<file path="src/rtl/program_loader_encoder_pkg.sv">
// Shared types for the program loader: mnemonic codes, opcode/funct values, encode classes, FSM states.
// Mnemonic codes 26..31 are undefined and are rejected by the encoder.
package loader_pkg;

    typedef enum logic [4:0] {
        M_ADD   = 5'd0,  M_AND   = 5'd1,  M_NOR   = 5'd2,  M_OR    = 5'd3,
        M_SLT   = 5'd4,  M_SLL   = 5'd5,  M_SRL   = 5'd6,  M_SUB   = 5'd7,
        M_ADDI  = 5'd8,  M_BEQ   = 5'd9,  M_BNE   = 5'd10, M_J     = 5'd11,
        M_JAL   = 5'd12, M_LW    = 5'd13, M_SLTI  = 5'd14, M_SW    = 5'd15,
        M_MPP   = 5'd16, M_MPPI  = 5'd17, M_PPXL  = 5'd18, M_PTMU  = 5'd19,
        M_PTML  = 5'd20, M_PTMD  = 5'd21, M_PTMR  = 5'd22, M_PPXLC = 5'd23,
        M_PMPXL = 5'd24, M_JR    = 5'd25
    } mnem_t;

    localparam logic [5:0] OPC_RTYPE = 6'd0,  OPC_ADDI  = 6'd1,  OPC_BEQ   = 6'd3,  OPC_BNE   = 6'd4;
    localparam logic [5:0] OPC_J     = 6'd5,  OPC_JAL   = 6'd6,  OPC_LW    = 6'd7,  OPC_SLTI  = 6'd9;
    localparam logic [5:0] OPC_SW    = 6'd10, OPC_MPP   = 6'd12, OPC_MPPI  = 6'd13, OPC_PPXL  = 6'd14;
    localparam logic [5:0] OPC_PTMU  = 6'd15, OPC_PTML  = 6'd16, OPC_PTMD  = 6'd17, OPC_PTMR  = 6'd18;
    localparam logic [5:0] OPC_PPXLC = 6'd19, OPC_PMPXL = 6'd20, OPC_JR    = 6'd24;

    localparam logic [5:0] FUNCT_ADD = 6'd1, FUNCT_AND = 6'd2, FUNCT_NOR = 6'd3, FUNCT_OR  = 6'd4;
    localparam logic [5:0] FUNCT_SLT = 6'd5, FUNCT_SLL = 6'd6, FUNCT_SRL = 6'd7, FUNCT_SUB = 6'd8;

    typedef enum logic [2:0] {R_TYPE, SHIFT, I_TYPE, J_TYPE, JR_TYPE, ILLEGAL} enc_class_t;

    typedef enum logic [1:0] {IDLE, LOAD, FULL, DONE} state_t;

endpackage

</file>
<file path="src/rtl/program_loader_encoder_if.sv">
// Host-side instruction stream, session control/status and IMEM write port of the loader.
// master = host/loader driver, slave = program_loader_encoder.
interface program_loader_encoder_if #(parameter int ADDR_W = 10);
    import loader_pkg::*;

    logic              start;
    logic              finish;
    logic              in_valid;
    logic              in_ready;
    logic [4:0]        mnem;
    logic [4:0]        rs;
    logic [4:0]        rt;
    logic [4:0]        rd;
    logic [4:0]        shamt;
    logic [15:0]       imm16;
    logic [25:0]       target26;
    logic              imem_we;
    logic [ADDR_W-1:0] imem_addr;
    logic [31:0]       imem_wdata;
    logic [ADDR_W:0]   word_count;
    logic              busy;
    logic              done;
    logic              err_illegal;
    logic              err_full;

    modport master (
        output start, finish, in_valid, mnem, rs, rt, rd, shamt, imm16, target26,
        input  in_ready, imem_we, imem_addr, imem_wdata, word_count, busy, done, err_illegal, err_full
    );

    modport slave (
        input  start, finish, in_valid, mnem, rs, rt, rd, shamt, imm16, target26,
        output in_ready, imem_we, imem_addr, imem_wdata, word_count, busy, done, err_illegal, err_full
    );

endinterface

</file>
<file path="src/rtl/program_loader_encoder_instr_encoder.sv">
// Packs a symbolic instruction into a 32-bit word; purely combinational, flags undefined mnemonics.
// Fields unused by the instruction class are forced to zero.
module instr_encoder
    import loader_pkg::*;
(
    input  logic [4:0]  mnem_i,
    input  logic [4:0]  rs_i,
    input  logic [4:0]  rt_i,
    input  logic [4:0]  rd_i,
    input  logic [4:0]  shamt_i,
    input  logic [15:0] imm16_i,
    input  logic [25:0] target26_i,
    output logic [31:0] word_o,
    output logic        illegal_o
);

    enc_class_t cls;
    logic [5:0] opc;
    logic [5:0] funct;

    always_comb begin
        cls   = ILLEGAL;
        opc   = OPC_RTYPE;
        funct = '0;
        case (mnem_i)
            M_ADD:   begin cls = R_TYPE;  funct = FUNCT_ADD; end
            M_AND:   begin cls = R_TYPE;  funct = FUNCT_AND; end
            M_NOR:   begin cls = R_TYPE;  funct = FUNCT_NOR; end
            M_OR:    begin cls = R_TYPE;  funct = FUNCT_OR;  end
            M_SLT:   begin cls = R_TYPE;  funct = FUNCT_SLT; end
            M_SUB:   begin cls = R_TYPE;  funct = FUNCT_SUB; end
            M_SLL:   begin cls = SHIFT;   funct = FUNCT_SLL; end
            M_SRL:   begin cls = SHIFT;   funct = FUNCT_SRL; end
            M_ADDI:  begin cls = I_TYPE;  opc = OPC_ADDI;  end
            M_BEQ:   begin cls = I_TYPE;  opc = OPC_BEQ;   end
            M_BNE:   begin cls = I_TYPE;  opc = OPC_BNE;   end
            M_LW:    begin cls = I_TYPE;  opc = OPC_LW;    end
            M_SLTI:  begin cls = I_TYPE;  opc = OPC_SLTI;  end
            M_SW:    begin cls = I_TYPE;  opc = OPC_SW;    end
            M_MPP:   begin cls = I_TYPE;  opc = OPC_MPP;   end
            M_MPPI:  begin cls = I_TYPE;  opc = OPC_MPPI;  end
            M_PPXL:  begin cls = I_TYPE;  opc = OPC_PPXL;  end
            M_PTMU:  begin cls = I_TYPE;  opc = OPC_PTMU;  end
            M_PTML:  begin cls = I_TYPE;  opc = OPC_PTML;  end
            M_PTMD:  begin cls = I_TYPE;  opc = OPC_PTMD;  end
            M_PTMR:  begin cls = I_TYPE;  opc = OPC_PTMR;  end
            M_PPXLC: begin cls = I_TYPE;  opc = OPC_PPXLC; end
            M_PMPXL: begin cls = I_TYPE;  opc = OPC_PMPXL; end
            M_J:     begin cls = J_TYPE;  opc = OPC_J;     end
            M_JAL:   begin cls = J_TYPE;  opc = OPC_JAL;   end
            M_JR:    begin cls = JR_TYPE; opc = OPC_JR;    end
            default: cls = ILLEGAL;
        endcase
    end

    // Shifts take their source from rt, so rs is dropped rather than encoded.
    always_comb begin
        word_o = '0;
        case (cls)
            R_TYPE:  word_o = {OPC_RTYPE, rs_i, rt_i, rd_i, 5'd0, funct};
            SHIFT:   word_o = {OPC_RTYPE, 5'd0, rt_i, rd_i, shamt_i, funct};
            I_TYPE:  word_o = {opc, rs_i, rt_i, imm16_i};
            J_TYPE:  word_o = {opc, target26_i};
            JR_TYPE: word_o = {opc, rs_i, 21'd0};
            default: word_o = '0;
        endcase
    end

    assign illegal_o = (cls == ILLEGAL);

endmodule

</file>
<file path="src/rtl/program_loader_encoder.sv">
// Session FSM that encodes accepted instructions and writes them to IMEM one cycle after the handshake.
// in_ready is high only in LOAD below DEPTH words; 1 word/clk sustained, illegal words are dropped.
module program_loader_encoder
    import loader_pkg::*;
#(
    parameter int ADDR_W    = 10,
    parameter int BASE_ADDR = 0,
    parameter int DEPTH     = 1024
) (
    input  logic                     clk,
    input  logic                     rst_n,
    program_loader_encoder_if.slave  bus
);

    localparam logic [ADDR_W-1:0] BASE_L  = ADDR_W'(BASE_ADDR);
    localparam logic [ADDR_W:0]   DEPTH_L = (ADDR_W+1)'(DEPTH);

    state_t            state_q, state_d;
    logic [ADDR_W-1:0] next_addr_q, next_addr_d;
    logic [ADDR_W:0]   count_q, count_d;
    logic              we_q, we_d;
    logic [ADDR_W-1:0] addr_q, addr_d;
    logic [31:0]       wdata_q, wdata_d;
    logic              err_ill_q, err_ill_d;
    logic              err_full_q, err_full_d;

    logic              in_ready;
    logic              hs;
    logic [31:0]       enc_word;
    logic              enc_illegal;

    instr_encoder u_enc (
        .mnem_i     (bus.mnem),
        .rs_i       (bus.rs),
        .rt_i       (bus.rt),
        .rd_i       (bus.rd),
        .shamt_i    (bus.shamt),
        .imm16_i    (bus.imm16),
        .target26_i (bus.target26),
        .word_o     (enc_word),
        .illegal_o  (enc_illegal)
    );

    always_comb begin
        state_d     = state_q;
        next_addr_d = next_addr_q;
        count_d     = count_q;
        we_d        = 1'b0;
        addr_d      = addr_q;
        wdata_d     = wdata_q;
        err_ill_d   = err_ill_q;
        err_full_d  = err_full_q;
        in_ready    = (state_q == LOAD) && (count_q < DEPTH_L);
        hs          = bus.in_valid && in_ready;
        case (state_q)
            IDLE, DONE: begin
                if (bus.start) begin
                    state_d     = LOAD;
                    next_addr_d = BASE_L;
                    count_d     = '0;
                    err_ill_d   = 1'b0;
                    err_full_d  = 1'b0;
                end
            end
            LOAD: begin
                if (hs && enc_illegal) begin
                    err_ill_d = 1'b1;
                end
                if (hs && !enc_illegal) begin
                    we_d        = 1'b1;
                    addr_d      = next_addr_q;
                    wdata_d     = enc_word;
                    next_addr_d = next_addr_q + 1'b1;
                    count_d     = count_q + 1'b1;
                    if ((count_q + 1'b1) == DEPTH_L) begin
                        state_d = FULL;
                    end
                end
                // finish wins over FULL; a same-cycle word still writes next cycle.
                if (bus.finish) begin
                    state_d = DONE;
                end
            end
            FULL: begin
                if (bus.in_valid) begin
                    err_full_d = 1'b1;
                end
                if (bus.finish) begin
                    state_d = DONE;
                end
            end
            default: state_d = IDLE;
        endcase
    end

    always_ff @(posedge clk or negedge rst_n) begin
        if (!rst_n) begin
            state_q     <= IDLE;
            next_addr_q <= BASE_L;
            count_q     <= '0;
            we_q        <= 1'b0;
            addr_q      <= BASE_L;
            wdata_q     <= '0;
            err_ill_q   <= 1'b0;
            err_full_q  <= 1'b0;
        end else begin
            state_q     <= state_d;
            next_addr_q <= next_addr_d;
            count_q     <= count_d;
            we_q        <= we_d;
            addr_q      <= addr_d;
            wdata_q     <= wdata_d;
            err_ill_q   <= err_ill_d;
            err_full_q  <= err_full_d;
        end
    end

    assign bus.in_ready    = in_ready;
    assign bus.imem_we     = we_q;
    assign bus.imem_addr   = addr_q;
    assign bus.imem_wdata  = wdata_q;
    assign bus.word_count  = count_q;
    assign bus.busy        = (state_q == LOAD);
    assign bus.done        = (state_q == DONE);
    assign bus.err_illegal = err_ill_q;
    assign bus.err_full    = err_full_q;

endmodule
</file>
<file path="src/flat_wrapper.sv">
// flat-port wrapper written by rule: the top's interface ports become plain ports
module program_loader_encoder_flat import loader_pkg::*;
#(
    parameter int ADDR_W    = 10,
    parameter int BASE_ADDR = 0,
    parameter int DEPTH     = 1024
)
  (clk, rst_n, bus_start, bus_finish, bus_in_valid, bus_mnem, bus_rs, bus_rt, bus_rd, bus_shamt, bus_imm16, bus_target26, bus_in_ready, bus_imem_we, bus_imem_addr, bus_imem_wdata, bus_word_count, bus_busy, bus_done, bus_err_illegal, bus_err_full);
  program_loader_encoder_if #(.ADDR_W(ADDR_W)) bus_i ();
  input  logic clk;
  input  logic rst_n;
  input wire logic [$bits(bus_i.start)-1:0] bus_start;
  input wire logic [$bits(bus_i.finish)-1:0] bus_finish;
  input wire logic [$bits(bus_i.in_valid)-1:0] bus_in_valid;
  input wire logic [$bits(bus_i.mnem)-1:0] bus_mnem;
  input wire logic [$bits(bus_i.rs)-1:0] bus_rs;
  input wire logic [$bits(bus_i.rt)-1:0] bus_rt;
  input wire logic [$bits(bus_i.rd)-1:0] bus_rd;
  input wire logic [$bits(bus_i.shamt)-1:0] bus_shamt;
  input wire logic [$bits(bus_i.imm16)-1:0] bus_imm16;
  input wire logic [$bits(bus_i.target26)-1:0] bus_target26;
  output wire logic [$bits(bus_i.in_ready)-1:0] bus_in_ready;
  output wire logic [$bits(bus_i.imem_we)-1:0] bus_imem_we;
  output wire logic [$bits(bus_i.imem_addr)-1:0] bus_imem_addr;
  output wire logic [$bits(bus_i.imem_wdata)-1:0] bus_imem_wdata;
  output wire logic [$bits(bus_i.word_count)-1:0] bus_word_count;
  output wire logic [$bits(bus_i.busy)-1:0] bus_busy;
  output wire logic [$bits(bus_i.done)-1:0] bus_done;
  output wire logic [$bits(bus_i.err_illegal)-1:0] bus_err_illegal;
  output wire logic [$bits(bus_i.err_full)-1:0] bus_err_full;
  assign bus_i.start = bus_start;
  assign bus_i.finish = bus_finish;
  assign bus_i.in_valid = bus_in_valid;
  assign bus_i.mnem = bus_mnem;
  assign bus_i.rs = bus_rs;
  assign bus_i.rt = bus_rt;
  assign bus_i.rd = bus_rd;
  assign bus_i.shamt = bus_shamt;
  assign bus_i.imm16 = bus_imm16;
  assign bus_i.target26 = bus_target26;
  assign bus_in_ready = bus_i.in_ready;
  assign bus_imem_we = bus_i.imem_we;
  assign bus_imem_addr = bus_i.imem_addr;
  assign bus_imem_wdata = bus_i.imem_wdata;
  assign bus_word_count = bus_i.word_count;
  assign bus_busy = bus_i.busy;
  assign bus_done = bus_i.done;
  assign bus_err_illegal = bus_i.err_illegal;
  assign bus_err_full = bus_i.err_full;
  program_loader_encoder #(.ADDR_W(ADDR_W), .BASE_ADDR(BASE_ADDR), .DEPTH(DEPTH)) u_core (.clk(clk), .rst_n(rst_n), .bus(bus_i));
endmodule
</file>
<file path="config.mk">
export PLATFORM = sky130hd
export DESIGN_NAME = program_loader_encoder_flat
export DESIGN_NICKNAME = d
export VERILOG_FILES = /design/src/rtl/program_loader_encoder_pkg.sv /design/src/rtl/program_loader_encoder_if.sv /design/src/rtl/program_loader_encoder_instr_encoder.sv /design/src/rtl/program_loader_encoder.sv /design/src/flat_wrapper.sv
export SDC_FILE = /design/constraint.sdc
export NUM_CORES = 1
export LEC_CHECK = 0
export ABC_AREA = 1
export CAP_MARGIN = 15
export CORE_MARGIN = 3
export CORE_UTILIZATION = 43
export CTS_CLUSTER_SIZE = 24
export DETAILED_ROUTE_END_ITERATION = 10
export GPL_TIMING_DRIVEN = 0
export HOLD_SLACK_MARGIN = 0.12
export PLACE_DENSITY_LB_ADDON = 0.05
export SETUP_SLACK_MARGIN = 0.05
export SYNTH_ARGS = -nofsm -noshare
export SYNTH_HDL_FRONTEND = slang
export SYNTH_SLANG_ARGS = --single-unit
</file>
<file path="constraint.sdc">
create_clock -name clk -period 4.8 [get_ports clk]
set_clock_uncertainty 0.05 [all_clocks]
set_input_delay 0.96 -clock clk [delete_from_list [all_inputs] [get_ports clk]]
set_output_delay 0.96 -clock clk [all_outputs]
set_load 0.005 [all_outputs]
</file>
**Word level (Yosys, flattened, before mapping)**

Index checks and enable logic that the tools add are counted.

- Add/subtract/negate cells: 2
- $lt $le $gt $ge: 1
- Eq/ne operators: 41
- Multiplexer cells: 23
- Reduce and logical (&&, ||, !) cells: 20

Operator list:

| operator | count |
|---|---|
| $pmux W32 S5 | 1 |
| $pmux W5 S18 | 1 |
| $eq A5 B5 Y1 const B | 10 |
| $eq A5 B4 Y1 const B | 8 |
| $pmux W4 S8 | 1 |
| $mux W11 | 2 |
| $pmux W11 S2 | 1 |
| $eq A5 B3 Y1 const B | 4 |
| $mux W10 | 2 |
| $pmux W10 S2 | 1 |
| $pmux W3 S5 | 1 |
| $reduce_or A15 Y1 | 1 |
| $add A11 B1 Y11 const B | 1 |
| $eq A11 B11 Y1 const B | 1 |
| $lt A11 B11 Y1 const B | 1 |
| $add A10 B1 Y10 const B | 1 |
| $eq A5 B2 Y1 const B | 2 |
| $mux W2 | 5 |
| $reduce_and A3 Y1 | 3 |
| $eq A3 B2 Y1 const B | 2 |
| $eq A3 B3 Y1 const B | 2 |
| $ne A2 B2 Y1 const B | 3 |
| $ne A3 B2 Y1 const B | 2 |
| $pmux W2 S3 | 1 |
| other kinds (17) | 30 |

- Register bits: 68
- Bits of input ports: 72
- Output and inout port bits: 59

**Longest topological paths before layout**

- Depth after elaboration: 9
- Depth in mapped cells: 15

**Modules after synthesis**

Synthesis repeated with hierarchy kept, for this count alone.

- Cells, all modules: 542
- Area total of the unflattened synthesis: 3882.5 um^2

By module, submodules not included:

| module | instances | cells an instance | area each (um^2) |
|---|---|---|---|
| program_loader_encoder | 1 | 371 | 3098.0 |
| instr_encoder | 1 | 171 | 784.5 |

**Worst setup path before layout**

OpenSTA, ideal clock, no wires.

- Path kind: input to register
- Start: input port bus_mnem[4]
- End: register u_core.wdata_q[16], in the netlist u_core.bus.imem_wdata[16]
- Library setup time: 0.118 ns
- Arrival: 2.200 ns
- Data required time: 4.632 ns
- Slack: 2.432 ns
- Stages on the path: 13
- Buffers on the path: 3
- Cells stage by stage: buf_4 -> inv_4 -> nand2_2 -> nor2_4 -> nand2_1 -> nand2_4 -> nor2_2 -> nand4_2 -> nand2_2 -> buf_6 -> buf_6 -> a21oi_1 -> a21o_1

- Word-level cells in the longest chain between the ends: 7
- Elaborated cells on any way between the ends: 41
- Classes of those cells: 30 x eq/ne; 2 x mux; 9 x reduce/logical

Ends and longest elaborated chain:

| what | line | RTL |
|---|---|---|
| start: declaration | flat_wrapper.sv:15 | `input wire logic [$bits(bus_i.mnem)-1:0] bus_mnem;` |
| $eq A5 B5 Y1, or another cell as far along | program_loader_encoder_instr_encoder.sv:25 | `case (mnem_i)` |
| $reduce_or A15 Y1 (no source line), or another cell as far along | -- |  |
| $pmux W3 S5 * | program_loader_encoder_instr_encoder.sv:25 |  |
| $eq A3 B3 Y1 | program_loader_encoder_instr_encoder.sv:69 | `assign illegal_o = (cls == ILLEGAL);` |
| $logic_not A1 Y1 | program_loader_encoder.sv:69 | `if (hs && !enc_illegal) begin` |
| $logic_and A1 B1 Y1 | program_loader_encoder.sv:69 |  |
| $reduce_and A2 Y1 (no source line) | -- |  |
| end signal: assignment | program_loader_encoder.sv:112 | `wdata_q <= wdata_d;` |
| end: declaration | program_loader_encoder.sv:23 | `logic [31:0] wdata_q, wdata_d;` |

Mark *: on every way between the ends. The rest lies on a longest branch, timed or not.
A chain may end at the register's enable or synchronous reset.

**Final worst setup path**

- Start: input port bus_mnem[0]
- End: register u_core.wdata_q[25], in the netlist u_core.bus.imem_wdata[25]

The elaborated chain is that of the path after synthesis.

==> results.ini <==
[critical_path]
crit-reg2reg-capture=u_core.state_q[1]
crit_buf_inv=2
required_ns=5.00
crit_cells=12
r2r_cells=12
crit_path_end=u_core.bus.imem_wdata[25]
cp_cell_sequence=clkdlybuf4s50_1 -> inv_1 -> nand2_1 -> nand2_2 -> nand2_1 -> nand2_1 -> nor2_2 -> nand2_1 -> nor3_1 -> o21ai_0 -> nand2_1 -> nand2_1
critPathLaunchType=input pin
cp_top_family=simple AND/OR/NAND/NOR gates
cpMaxStageDelayCell=clkdlybuf4s50_1
r2r_start=u_core.bus.word_count[0]
path_max_fanout=6
critPathMaxStageDelay_ns=0.62
r2r_slack_ns=2.65
path_common_cell=nand2_1
path_class=in -> reg
critPathLaunch=bus_mnem[0]
arrival_ns=3.17
end_kind=flip-flop

[synth]
synth_cells=520
synth_top_area_share_pct=43.9
ys_ff_latch=67
syn_area_um2=3820
synth_area_leaders=dfrtp_1 (44%), nand2_1 (19%), nand3_1 (4.6%), nor2_1 (4.1%), inv_1 (3.6%)
yosys_warnings=0
ys_seq_area_share_pct=43.9
yosys.area.top_type=dfrtp_1
avgSynthCellArea_um2=7.34
synth_cell_types=35
syn_nets=597

[finish]
nFillCells=754
fin_nets=736
fin_area_um2=5430
diodes=0
drive_gt1_share_pct=7.98
area_growth_syn_to_layout_pct=42.2

[clock_tree]
cts_tree=built
postCtsSetupBuffers=0
clk_pin_slew_ns=0.08
hold_buffers=0
cts_buffers=9
cts_root_buf=clkbuf_8
clk_latency_ns=0.35
htreeDepth=3
cts_sinks=67
cts_resized=0
cts.path.max_buffers=2

[timing]
setup_viol=0
timing.slew.headroom_pct=42.6
hold_ws_ns=0.432
hold_viol=0
fmax_ghz=0.337
worstMarginPinSlew_ns=0.861
fin_setup_tns_ns=0
min_period_ns=2.97
rsz0062_at_grt=no
slew_violations=0
min_period_over_period_pct=61.9

[grt]
grt_pass1_wl_mm=18.7
grt_max_degree=68
grt_pass1_vias=3790
gr-total-overflow=0
grt_usage_pct=23.3
antenna_found_initial=0

[flow_run]
maxCapViolations=0

[min_path]
hold_path_class=reg -> reg

[placement]
dp_hpwl_mm=8.53
placed_area_um2=5230
port_buffers=128
gp_congestion=0.920

[status]
status=complete, no violations

[power_and_ir_drop]
leakage_nw=2.52
peakVddDrop_uv=337
powerDensity_nw_per_um2=428

[detailed_routing]
ant_nets=0
num_vias=3909
drt_iter0_drc=136
wl_per_cell_um=15.0
drt-total-wl_mm=11.5
drc_errors=0
viasPerCell=5.08
first_pass_iters=5

[die]
coreArea_um2=8420
die_h_um=100
fp.dieArea_um2=10000
io_pins=131
die_w_um=100
rows=33
start_util_pct=45.3

[routing by layer]
| metal | vias up | track usage (%) | wire length, um |
|---|---|---|---|
| li1 | 1949 | - | - |
| met1 | 1814 | 30.6 | 5190 |
| met2 | 134 | 39.9 | 5550 |
| met3 | 12 | 2.64 | 619 |
| met4 | 0 | 8.08 | 162 |
| met5 | - | 0 | 0 |
[through the flow]
stage	setup WS, ns	total power [mW]	utilization [%]	instances
2_1_floorplan	2.43	1.31	-	520
3_3_place_gp	0.396	1.83	62.1	753
3_5_place_dp	1.55	1.85	62.0	753
4_1_cts	1.90	2.34	64.4	769
5_1_grt	1.71	2.48	64.4	769
6_report	1.83	2.32	64.4	769
[report_power, final]
group	internal [mW]	total [mW]	switching, mW
registers	0.715	0.808	0.0928
clock network	0.242	0.490	0.248
logic	0.510	1.02	0.513
[registers in the layout, summed over array words and instances (netlist names)]
signal,flops
u_core.bus.err_illegal,1
u_core.bus.word_count,11
u_core.bus.err_full,1
u_core.bus.imem_we,1
u_core.bus.imem_wdata,31
u_core.next_addr_q,10
u_core.bus.imem_addr,10
u_core.state_q,2
[cell families (layout without fill, tap and decap cells)]
| logic type | count (synthesis) | after routing | share of synthesized area, % |
|---|---|---|---|
| DFF | 67 | 67 | 43.9 |
| buffers and inverters | 64 | 208 | 8.26 |
| xor gates and xnor gates | 7 | 7 | 1.61 |
| AOI/OAI and AO/OA | 78 | 78 | 11.7 |
| and+or+nand+nor | 298 | 298 | 32.8 |
| adders and majority gates | 5 | 5 | 1.64 |
| other | 1 | 1 | 0.0983 |
[worst min path at each step]
stage	start	end	slack, ns	depth (start not counted)
6_report	u_core.bus.imem_wdata[21]	u_core.bus.imem_wdata[21]	0.43	2
5_1_grt	u_core.bus.imem_wdata[20]	u_core.bus.imem_wdata[20]	0.45	1
4_1_cts	u_core.bus.imem_wdata[0]	u_core.bus.imem_wdata[0]	0.43	2
3_5_place_dp	u_core.bus.imem_wdata[19]	u_core.bus.imem_wdata[19]	0.42	1
3_3_place_gp	u_core.bus.imem_wdata[18]	u_core.bus.imem_wdata[18]	0.41	1
2_1_floorplan	u_core.bus.imem_wdata[28]	u_core.bus.imem_wdata[28]	0.42	2
[final cells by class]
cell class | count | area [um^2] | share of cell area, %
clock inverter | 7 | 75.1 | 1.38
buffer | 21 | 149 | 2.74
clock buffer | 9 | 124 | 2.28
timing repair buffer | 128 | 1280 | 23.6
tap | 105 | 131 | 2.42
inverter | 43 | 166 | 3.07
multi-input combinational | 389 | 1820 | 33.6
sequential | 67 | 1680 | 30.9
[cell usage in the layout, fill, tap and decap left out, types with 2 or more instances in the layout]
cell type and instances:
nor2_1 42, clkbuf_1 5, nor3_1 5, inv_1 37, nand2_1 196, o21ai_0 22, buf_4 6, nand2_2 4
clkinvlp_4 3, inv_4 2, a21oi_1 9, a21o_1 8, inv_6 2, dfrtp_1 67, nand2_4 2, nand4_1 4
buf_2 5, inv_2 4, nor2_4 3, o21ai_1 26, ha_1 5, clkbuf_8 9, nor2_2 3, clkdlybuf4s50_1 127
a22oi_1 6, buf_6 6, nand3_1 35, xor2_1 7, nor4_1 2
[cell usage after synthesis (all sizes together)]
library cell	instances
nand3b	1
a22oi	6
conb	1
xor2	7
nand3	35
nor3	5
a21oi	10
nor4	2
a21o	8
o41ai	1
nand2	202
inv	43
dfrtp	67
o22ai	1
o311ai	1
o21a	1
buf	16
nor2	48
nand4	5
o21ai	48
clkbuf	5
ha	5
o2bb2ai	1
a31oi	1
[worst register-to-register path, cell delays in order (launching register included)]
cell and delay (ns):
dfrtp_1 0.50, ha_1 0.30, nand2_1 0.10, nor2_1 0.24, nand4_1 0.11, nand2_1 0.10
nand2_1 0.07, nor2_1 0.08, nand2_1 0.07, a21oi_1 0.22, nand2_1 0.10, nand2_1 0.07
nand2_1 0.05
Power figures use the tool's default switching activity.
